==> config.mk <==
export PLATFORM = sky130hd
export DESIGN_NAME = mem_port_arbiter
export DESIGN_NICKNAME = d
export VERILOG_FILES = /design/src/rtl/mem_port_arbiter.sv
export SDC_FILE = /design/constraint.sdc
export NUM_CORES = 1
export LEC_CHECK = 0
export CAP_MARGIN = 20
export CORE_MARGIN = 5
export CORE_UTILIZATION = 35
export CTS_CLUSTER_DIAMETER = 100
export DETAILED_ROUTE_END_ITERATION = 12
export PLACE_DENSITY = 0.71
export SYNTH_ARGS = -nofsm -noshare
export SYNTH_HDL_FRONTEND = slang
export SYNTH_SLANG_ARGS = --single-unit
==> constraint.sdc <==
create_clock -name clk -period 3 [get_ports clk]
set_input_delay 0.3 -clock clk [delete_from_list [all_inputs] [get_ports clk]]
set_output_delay 0.3 -clock clk [all_outputs]
set_load 0.01 [all_outputs]
==> src/rtl/mem_port_arbiter.sv <==
// Arbiter sharing one single-port memory between instruction fetch and data access.
// Data requests win over fetches; each transaction is guarded by a wait-state watchdog.
module mem_port_arbiter #(
  parameter int ADDR_W  = 32,
  parameter int DATA_W  = 32,
  parameter int TIMEOUT = 16
) (
  input  logic                clk,
  input  logic                rst_n,
  input  logic                if_req,
  input  logic [ADDR_W-1:0]   if_addr,
  input  logic                if_kill,
  output logic [DATA_W-1:0]   if_rdata,
  output logic                if_valid,
  input  logic                d_req,
  input  logic                d_we,
  input  logic [ADDR_W-1:0]   d_addr,
  input  logic [DATA_W-1:0]   d_wdata,
  input  logic [DATA_W/8-1:0] d_wmask,
  output logic [DATA_W-1:0]   d_rdata,
  output logic                d_done,
  output logic                err,
  output logic                mem_req,
  output logic                mem_we,
  output logic [ADDR_W-1:0]   mem_addr,
  output logic [DATA_W-1:0]   mem_wdata,
  output logic [DATA_W/8-1:0] mem_wmask,
  input  logic [DATA_W-1:0]   mem_rdata,
  input  logic                mem_ack,
  output logic                stall_if,
  output logic                stall_pipe
);

  localparam int         MASK_W    = DATA_W / 8;
  localparam logic [2:0] ST_IDLE   = 3'd0;
  localparam logic [2:0] ST_FETCH  = 3'd1;
  localparam logic [2:0] ST_DATA   = 3'd2;
  localparam logic [2:0] ST_RESP_F = 3'd3;
  localparam logic [2:0] ST_RESP_D = 3'd4;
  localparam logic [7:0] WAIT_LAST = 8'(TIMEOUT - 1);

  logic [2:0] state_r;
  logic [2:0] state_nxt_s;
  logic [7:0] wait_cnt_r;
  logic       kill_pend_r;
  logic       kill_pend_nxt_s;
  logic       grant_d_s;
  logic       grant_f_s;
  logic       fin_s;
  logic       tmo_s;
  logic       kill_s;

  assign stall_if   = if_req & ~if_valid;
  assign stall_pipe = d_req & ~d_done;
  assign kill_s     = kill_pend_r | if_kill;

  // Next-state, grant and completion decode; the just-served requester is masked in RESP.
  always_comb begin
    state_nxt_s     = state_r;
    kill_pend_nxt_s = kill_pend_r;
    grant_d_s       = 1'b0;
    grant_f_s       = 1'b0;
    fin_s           = 1'b0;
    tmo_s           = 1'b0;
    case (state_r)
      ST_IDLE: begin
        if (d_req) begin
          grant_d_s   = 1'b1;
          state_nxt_s = ST_DATA;
        end else if (if_req) begin
          grant_f_s   = 1'b1;
          state_nxt_s = ST_FETCH;
        end else begin
          state_nxt_s = ST_IDLE;
        end
      end
      ST_FETCH, ST_DATA: begin
        if (state_r == ST_FETCH) begin
          kill_pend_nxt_s = kill_s;
        end else begin
          kill_pend_nxt_s = kill_pend_r;
        end
        if (mem_ack) begin
          fin_s = 1'b1;
        end else if (wait_cnt_r == WAIT_LAST) begin
          fin_s = 1'b1;
          tmo_s = 1'b1;
        end else begin
          fin_s = 1'b0;
        end
        if (fin_s) begin
          state_nxt_s = (state_r == ST_FETCH) ? ST_RESP_F : ST_RESP_D;
        end else begin
          state_nxt_s = state_r;
        end
      end
      ST_RESP_F: begin
        kill_pend_nxt_s = 1'b0;
        if (d_req) begin
          grant_d_s   = 1'b1;
          state_nxt_s = ST_DATA;
        end else begin
          state_nxt_s = ST_IDLE;
        end
      end
      ST_RESP_D: begin
        if (if_req) begin
          grant_f_s   = 1'b1;
          state_nxt_s = ST_FETCH;
        end else begin
          state_nxt_s = ST_IDLE;
        end
      end
      default: begin
        state_nxt_s     = ST_IDLE;
        kill_pend_nxt_s = 1'b0;
      end
    endcase
  end

  // State, latched memory request fields, wait counter and completion pulses.
  always_ff @(posedge clk or negedge rst_n) begin
    if (!rst_n) begin
      state_r     <= ST_IDLE;
      kill_pend_r <= 1'b0;
      wait_cnt_r  <= 8'd0;
      mem_req     <= 1'b0;
      mem_we      <= 1'b0;
      mem_addr    <= {ADDR_W{1'b0}};
      mem_wdata   <= {DATA_W{1'b0}};
      mem_wmask   <= {MASK_W{1'b0}};
      if_rdata    <= {DATA_W{1'b0}};
      d_rdata     <= {DATA_W{1'b0}};
      if_valid    <= 1'b0;
      d_done      <= 1'b0;
      err         <= 1'b0;
    end else begin
      state_r     <= state_nxt_s;
      kill_pend_r <= kill_pend_nxt_s;
      if_valid    <= 1'b0;
      d_done      <= 1'b0;
      err         <= 1'b0;
      if (grant_d_s) begin
        mem_req    <= 1'b1;
        mem_we     <= d_we;
        mem_addr   <= d_addr;
        mem_wdata  <= d_wdata;
        mem_wmask  <= d_wmask;
        wait_cnt_r <= 8'd0;
      end else if (grant_f_s) begin
        mem_req    <= 1'b1;
        mem_we     <= 1'b0;
        mem_addr   <= if_addr;
        mem_wdata  <= {DATA_W{1'b0}};
        mem_wmask  <= {MASK_W{1'b0}};
        wait_cnt_r <= 8'd0;
      end else if (fin_s) begin
        mem_req    <= 1'b0;
        wait_cnt_r <= 8'd0;
        if (state_r == ST_FETCH) begin
          // A killed fetch still completes on the bus but is hidden from IF.
          if_rdata <= tmo_s ? {DATA_W{1'b0}} : mem_rdata;
          if_valid <= ~kill_s;
          err      <= tmo_s & ~kill_s;
        end else begin
          d_done <= 1'b1;
          err    <= tmo_s;
          if (!mem_we) begin
            d_rdata <= tmo_s ? {DATA_W{1'b0}} : mem_rdata;
          end else begin
            d_rdata <= d_rdata;
          end
        end
      end else if ((state_r == ST_FETCH) || (state_r == ST_DATA)) begin
        wait_cnt_r <= wait_cnt_r + 8'd1;
      end else begin
        wait_cnt_r <= 8'd0;
      end
    end
  end

endmodule
After elaboration in Yosys (flattened, before gate mapping). Cells that the tools add are included.

Register bits: 149. Bits of input ports: 139. Output and inout bits: 139. Word-level logic and storage cells: 90.

Add/subtract/negate cells: 1. Equality and inequality tests: 7. Muxes and demuxes: 47. Bitwise gates (word level): 12. Reductions and logical operators: 10.

Operators with widths (number): 32-bit 2-to-1 mux (5); 8-bit 2-to-1 mux (4); 1-bit 2-to-1 mux (29); 3-bit one-hot mux with 4 select lines (1); 8-bit by 1-bit adder with 8-bit output, second input constant (1); 8-bit by 4-bit equality test with 1-bit output, second input constant (1); 4-bit 2-to-1 mux (2); 1-bit inverter (8); 3-bit by 2-bit equality test with 1-bit output, second input constant (2); 3-bit 2-to-1 mux (2); 2-bit OR reduction (3); 5-bit AND reduction (1); 2-bit 2-to-1 mux (2); 2-bit != test, second input constant (2); 1-bit one-hot mux with 2 select lines (2); 4-bit AND reduction (1); 1-bit bitwise AND (3); 3-bit by 1-bit equality test with 1-bit output, second input constant (1); 3-bit equality test, second input constant (1); 3-bit logical NOT (1); 3-bit nonzero test (1); 2-bit AND reduction (1); 2-bit nonzero test (1); 1-bit logical OR (1); 1-bit OR (1).

Depth between registers and ports, before layout. Gate-level depths: netlist (run 1).

Word-level depth: 9. Mapped depth: 9. Depth with buffers taken out: 5.

Worst setup path before layout (run 1). OpenSTA, ideal clock, no wires.

Path kind: register to register. From: register wait_cnt_r[0]. To: register if_rdata[10]. Setup time: 0.121 ns. Arrival: 1.770 ns. Required time: 2.879 ns. Path slack: 1.109 ns. Cell stages (with the launch flop): 10. Path buffers: 4. Cells stage by stage: dfrtp_1 > ha_1 > and3_1 > buf_2 > a21oi_2 > buf_6 > or3_1 > buf_6 > buf_6 > a22o_1.

Cells in the longest elaborated chain, start to end: 6. Elaborated cells between the ends (all ways): 9. Classes of those cells: 1 x eq/ne; 7 x mux; 1 x reduce/logical.

RTL lines: from (decl) (RTL line 44) `logic [7:0] wait_cnt_r;`; from (signal assigned) (RTL line 175) `wait_cnt_r <= wait_cnt_r + 8'd1;`; 8-bit by 4-bit equality test with 1-bit output * (RTL line 85) `end else if (wait_cnt_r == WAIT_LAST) begin`; 1-bit 2-to-1 mux * (RTL line 85); 1-bit 2-to-1 mux (RTL line 83) `if (mem_ack) begin`; 1-bit 2-to-1 mux (2 in series) (RTL line 65) `case (state_r)`; 4-bit AND reduction (no source line); to (signal assigned) (RTL line 132) `if_rdata <= {DATA_W{1'b0}};`; to (signal assigned) (RTL line 162) `if_rdata <= tmo_s ? {DATA_W{1'b0}} : mem_rdata;`; to (decl) (RTL line 13) `output logic [DATA_W-1:0] if_rdata,`.

Mark *: on every way between the ends. The rest lies on a longest branch, timed or not. The select of a mux whose other input is x is not followed. A chain may end at the register's enable or synchronous reset.

Final worst setup path (run 1).
From: register state_r[0]. To: register d_rdata[29].

Cells in the longest elaborated chain, start to end: 5. Elaborated cells between the ends (all ways): 16. Classes of those cells: 4 x eq/ne; 5 x mux; 3 x bitwise; 4 x reduce/logical.

RTL lines: from (decl) (RTL line 42) `logic [2:0] state_r;`; from (signal assigned) (RTL line 138) `state_r <= state_nxt_s;`; 3-bit by 2-bit equality test with 1-bit output / 3-bit logical NOT (equally long branches) (RTL line 65); 2-bit OR reduction (no source line); 1-bit 2-to-1 mux; 1-bit inverter (no source line); 5-bit AND reduction (no source line); to (signal assigned) (RTL line 133) `d_rdata <= {DATA_W{1'b0}};`; to (signal assigned) (RTL line 169) `d_rdata <= tmo_s ? {DATA_W{1'b0}} : mem_rdata;`; to (signal assigned) (RTL line 171) `d_rdata <= d_rdata;`; to (decl) (RTL line 20) `output logic [DATA_W-1:0] d_rdata,`.

Parallel ways exist; a longest one is shown, timed or not.

==> results of run 1 <==
[final cells by class]
cell class | instances | area (um^2)
fillers | 1459 | 7520
flip-flops and latches | 149 | 3730
repair buffers | 290 | 2890
multi-input cells | 289 | 2170
clock buffers | 18 | 429
well taps | 225 | 282
clock inverters | 13 | 156
inverters | 1 | 3.75
[worst min path at each step]
stage	start	to	slack, ns	cells after the start
final	wait_cnt_r[0]	wait_cnt_r[0]	0.46	1
after CTS	mem_rdata[18]	d_rdata[18]	0.46	3
after global placement	rst_n	if_rdata[18]	0.33	1
after floorplan	rst_n	d_done	0.004	0
after global routing	mem_rdata[17]	d_rdata[17]	0.46	3
after detailed placement	rst_n	if_rdata[13]	0.34	1
[cells by family (layout without fill, tap and decap cells)]
group / count (synthesis) / count (layout)
buffers and inverters: 39 / 322
DFF: 149 / 149
and+or+nand+nor: 71 / 71
xor gates and xnor gates: 7 / 7
adders and majority gates: 1 / 1
AOI/OAI and AO/OA: 145 / 145
muxes: 65 / 65
[metal layers]
metal | GRT usage | part of all wire | vias to the layer above
met2 | 0.298 | 0.50 | 181
li1 | - | - | 2270
met4 | 0.0429 | 0.011 | 0
met1 | 0.212 | 0.41 | 2377
met5 | 0 | 0 | -
met3 | 0.0586 | 0.074 | 13
[sequential cells by signal, indices dropped and copies added, names as in the netlist, 3 cells and up]
signal and count:
d_rdata 32, if_rdata 32, mem_addr 32, mem_wdata 32, mem_wmask 4, state_r 3
wait_cnt_r 8
[power groups by stage]
stage / Combinational, mW / Sequential (mW) / Clock (mW)
floorplan: 1.73 / 3.75 / 0
global placement: 4.36 / 3.42 / 0
finish: 4.41 / 3.42 / 2.11
global route: 4.75 / 3.54 / 2.27
detailed placement: 4.48 / 3.43 / 0
CTS: 4.49 / 3.43 / 2.17
[placed cells by master, fill, tap and decap left out, drive strengths merged, types with 6 or more instances in the layout]
master,n
dfrtp,149
o21ai,65
mux2,64
clkbuf,18
a22o,70
nor2,14
buf,13
clkdlybuf4s50,276
clkinv,6
nand2,36
[stage by stage]
stage	setup WS (ns)	instance area, um^2	util
detailed placement	0.666	9060	0.528
global route	0.467	9660	0.562
floorplan	1.11	6080	-
CTS	0.647	9660	0.562
global placement	0.720	9060	0.528
finish	0.734	9660	0.562
[repair_timing]
action                                  in CTS  in global routing
hold buffers                                 1                  0
endpoints found under the setup margin       0                  0
hold endpoints to repair                    63                  0
==> results.yml, run 1 <==
run_status:
  status: "finished clean"
pwr:
  powerDensity_mw_per_mm2: 1030
  swShare: 0.318
  pwr-share-comb: 0.444
  switchingPower_mw: 3.16
  internal_power_mw: 6.78
  pwr-share-seq: 0.344
  total_power_mw: 9.93
  vdd_drop_max_uv: 445
  power.leakage_nw: 4.14
  clkPwrFrac: 0.212
sta:
  maxSlewHeadroom: 0.567
  tightest_slew_ns: 0.648
  finClkSkew_ns: 0.0137
  whs_ns: 0.459
  rsz0062_at_grt: "false"
  fin_crit_ns: 2.27
  hold_violations: 0
  slew_viol_final: 0
  tns_ns: 0
  fmax_ghz: 0.441
  post-route-period-util: 0.755
  finalSetupViolations: 0
synthesis:
  synth_cells: 477
  synth_mux_area_frac: 0.120
  ys_warn_count: 0
  synth_seq_cells: 149
  yosysMostFrequentCell: "dfrtp_1"
  synth_edf_count: 0
  synth_top_area_cell: "dfrtp_1"
  synth-xor-area-share: 0.0101
  synth_flop_cell: "dfrtp_1"
  synth_compound_area_frac: 0.167
  synth.avg_cell_area_um2: 12.7
  synth_top_area_frac: 0.613
  synth-seq-area-share: 0.613
  synth_common_cells: "149 x dfrtp_1, 70 x a22o_1, 51 x o21ai_0"
  synth_top_family_by_area: "compound AO/OA/AOI/OAI gates"
  synth_area_mm2: 0.00608
  syn-num-nets: 617
  yosysUniqueCellTypes: 38
  synthAdderAreaFrac: 0.00206
  synthArstFlopShare: 1.00
  yosys.area_share.simple: 0.0541
  synthTopCellsByArea: "dfrtp_1 61%, a22o_1 10%, mux2_2 6.5%"
clocking:
  insertion_delay_ns: 0.40
  post_cts_buffers: 0
  clk_root_buffer_cell: "clkbuf_16"
  cts_resized: 0
  cts-buffers-inserted: 17
  cts_tree: "yes"
  cts_htree_levels: 4
  cts.path.max_buffers: 2
  clk_transition_reported_paths_ns: 0.06
  cts_sinks: 149
critical_path:
  crit_cells: 5
  required_ns: 3.27
  cp_slowest_cell: "nand4_1"
  crit-reg2reg-launch: "state_r[0]"
  worstSetupPathType: "flop to flop"
  worstSetupStartpointType: "flop"
  cp-endpoint: "d_rdata[29]"
  rr_endpoint: "d_rdata[29]"
  rr_worst_depth: 5
  crit_fanout: 20
  path_delay_family: "simple AND/OR/NAND/NOR gates"
  end_kind: "flop"
  cp_cell_sequence: "xor2_1 > nand4_1 > buf_4 > nand2_1 > o21ai_0"
  worst_path_largest_cell_delay_ns: 0.63
  setup.reg_to_reg.worst_slack_ns: 0.73
  critPathBufInv: 1
  startpoint: "state_r[0]"
  crit_arrival_ns: 2.53
grt:
  grt_use_total: 0.174
  antenna_found_initial: 0
  grt_start_max_net_pins: 66
  overflow: 0
  grt_pass1_wl_um: 27900
  first_global_vias: 5263
die:
  die_w_um: 142
  start_util: 0.354
  num_rows: 48
  core-area_mm2: 0.0172
  die_h_um: 142
  ios: 278
  dieArea_mm2: 0.0201
drt:
  ant_nets: 0
  finalWirelength_um: 17500
  drtIter0Drc: 179
  drc: 0
  via_per_inst: 4.91
  avgRoutedWirePerCell_um: 17.8
  dr.pass1.iters: 4
  vias: 4841
place:
  dp.cells: 953
  portBuffers: 277
  globalplace.congestion: 0.858
  hpwl_um: 13000
cells_and_area:
  n_antenna_cell: 0
  fin_cells: 985
  fin_nets: 888
  area_growth_pct: 58.8
  drive_above_1_share: 0.111
job:
  maxCapViolCount: 0
min_path:
  hold_class: "flop to flop"
No activity file was read; power rests on OpenSTA's default activity.
==> run 2, diff against run 1 <==
- PLACE_DENSITY: 0.71 -> 0.74
- clock period: 3 -> 1.9 ns (I/O delays scaled with it)
==> run 2 against run 1 <==
Against the previous run:
- cell count rose by 1.4%
- routed wire length rose by 6.3%
- register-to-register slack got worse by 0.68 ns
- die area did not move
- core utilization rose by 1.7 points
- clock power rose by 73%
- sequential share of layout area fell by 1.1 points
- via count rose by 2.4%
- clock skew fell by 0.0064 ns
- critical path depth did not move
- count of clock-buffer cells in the layout rose by 1
- non-clock buffer count rose by 13
- critical endpoint is now if_rdata[9]
- largest power group unchanged
==> results.yml, run 2 (synthesized netlist as in run 1, its figures left out) <==
drt:
  vias: 4958
  drc: 0
  finalWirelength_um: 18700
  drtIter0Drc: 222
  dr.pass1.iters: 6
  avgRoutedWirePerCell_um: 18.7
  ant_nets: 0
  via_per_inst: 4.96
cells_and_area:
  n_antenna_cell: 0
  multi_input_area_mm2: 0.00218
  n_fill_cell: 1388
  fin_nets: 901
  area_growth_pct: 63.5
  fin_util: 0.579
  final_cell_mix: "276 x clkdlybuf4s50_1, 148 x dfrtp_1, 70 x a22o_1, 51 x o21ai_0, 36 x nand2_1"
  final_common_cell: "clkdlybuf4s50_1"
  drive_above_1_share: 0.132
  final_area_mm2: 0.00994
  regArea_mm2: 0.00373
pwr:
  powerDensity_mw_per_mm2: 1650
  clkPwrFrac: 0.222
  internal_power_mw: 11.2
  pwr-share-seq: 0.328
  power.leakage_nw: 4.28
  vdd_drop_max_uv: 775
  pwr-share-comb: 0.450
  swShare: 0.317
  switchingPower_mw: 5.21
critical_path:
  cp_cell_sequence: "nor4_4 > a21oi_4 > or3_1 > buf_12 > a22o_1"
  required_ns: 2.19
  setup.reg_to_reg.worst_slack_ns: 0.05
  cp_slowest_cell: "dfrtp_1"
  rr_worst_depth: 5
  startpoint: "wait_cnt_r[4]"
  worst_path_largest_cell_delay_ns: 0.41
  crit-reg2reg-launch: "wait_cnt_r[4]"
  crit_fanout: 33
  rr_endpoint: "if_rdata[9]"
  worstSetupStartpointType: "flop"
  crit_arrival_ns: 2.14
  worstSetupPathType: "flop to flop"
  end_kind: "flop"
sta:
  maxSlewHeadroom: 0.635
  tightest_slew_ns: 0.547
  hold_violations: 0
  finClkSkew_ns: 0.00732
  fin_ws_ns: 0.0540
  finalSetupViolations: 0
  rsz0062_at_grt: "false"
  fin_crit_ns: 1.85
  fmax_ghz: 0.542
  slew_viol_final: 0
  post-route-period-util: 0.972
clocking:
  insertion_delay_ns: 0.42
  cts-buffers-inserted: 17
  cts.path.max_buffers: 2
  cts_htree_levels: 4
  clk_transition_reported_paths_ns: 0.06
  cts_tree: "yes"
  cts_sinks: 149
  clk_root_buffer_cell: "clkbuf_16"
grt:
  grt_start_max_net_pins: 58
  grt_use_total: 0.182
  overflow: 0
  antenna_found_initial: 0
  grt_pass1_wl_um: 28800
  first_global_vias: 5317
die:
  ios: 278
  die_h_um: 142
  die_w_um: 142
  num_rows: 48
  dieArea_mm2: 0.0201
  start_util: 0.354
  core-area_mm2: 0.0172
min_path:
  hold_class: "input pin to asynchronous set/reset pin"
place:
  place_area_mm2: 0.00924
  dp_slack_ns: -0.185
  portBuffers: 277
  hpwl_um: 13500
  globalplace.congestion: 0.861
job:
  maxCapViolCount: 0
run_status:
  status: "finished clean"
==> run 2: final cells by class <==
| class | instances | share of cell area |
|---|---|---|
| clock buffers | 19 | 0.0456 |
| clock inverters | 13 | 0.0198 |
| inverters | 1 | 0.000378 |
| multi-input cells | 289 | 0.219 |
| flip-flops and latches | 149 | 0.375 |
| well taps | 225 | 0.0283 |
| repair buffers | 303 | 0.312 |
==> run 2: worst max-delay path by stage <==
stage                               to  slack [ns]
after floorplan           if_rdata[10]       0.009
after global placement     mem_addr[8]       -0.07
after detailed placement   mem_addr[5]       -0.18
after CTS                 mem_addr[26]        0.03
after global routing      mem_addr[14]       0.002
final                      if_rdata[9]        0.05
==> run 2: worst max-delay path, delay by kind of cell (launching register included) <==
kind	cells	cell delay (ns)
buffers and inverters	1	0.19
AOI/OAI and AO/OA	2	0.38
and+or+nand+nor	2	0.72
DFF	1	0.41
==> run 2: metrics by stage <==
stage | setup TNS, ns | cells | hold WS (ns) | power [mW]
6_report | 0 | 999 | 0.299 | 16.4
5_1_grt | 0 | 999 | 0.328 | 17.4
4_1_cts | 0 | 996 | 0.303 | 16.5
3_5_place_dp | -6.22 | 963 | 0.194 | 12.8
3_3_place_gp | -2.16 | 963 | 0.172 | 12.5
2_1_floorplan | 0 | 477 | -0.106 | 8.66
==> run 2: per-layer routing <==
layer / GRT usage / share of wire
met2: 0.311 / 0.51
met5: 0 / 0
met4: 0.0505 / 0.011
met3: 0.0617 / 0.075
met1: 0.221 / 0.40
==> run 2: power by group through the flow <==
stage | Combinational, mW | Sequential, mW | Clock, mW
global route | 7.92 | 5.57 | 3.86
CTS | 7.39 | 5.40 | 3.73
global placement | 7.15 | 5.37 | 0
floorplan | 2.74 | 5.92 | 0
finish | 7.39 | 5.39 | 3.64
detailed placement | 7.38 | 5.42 | 0
==> run 2: what timing repair did <==
item,in CTS,in global routing
setup buffers,0,2
resized for setup,0,3
setup endpoints to repair,0,62
hold buffers,1,0
hold endpoints to repair,55,0
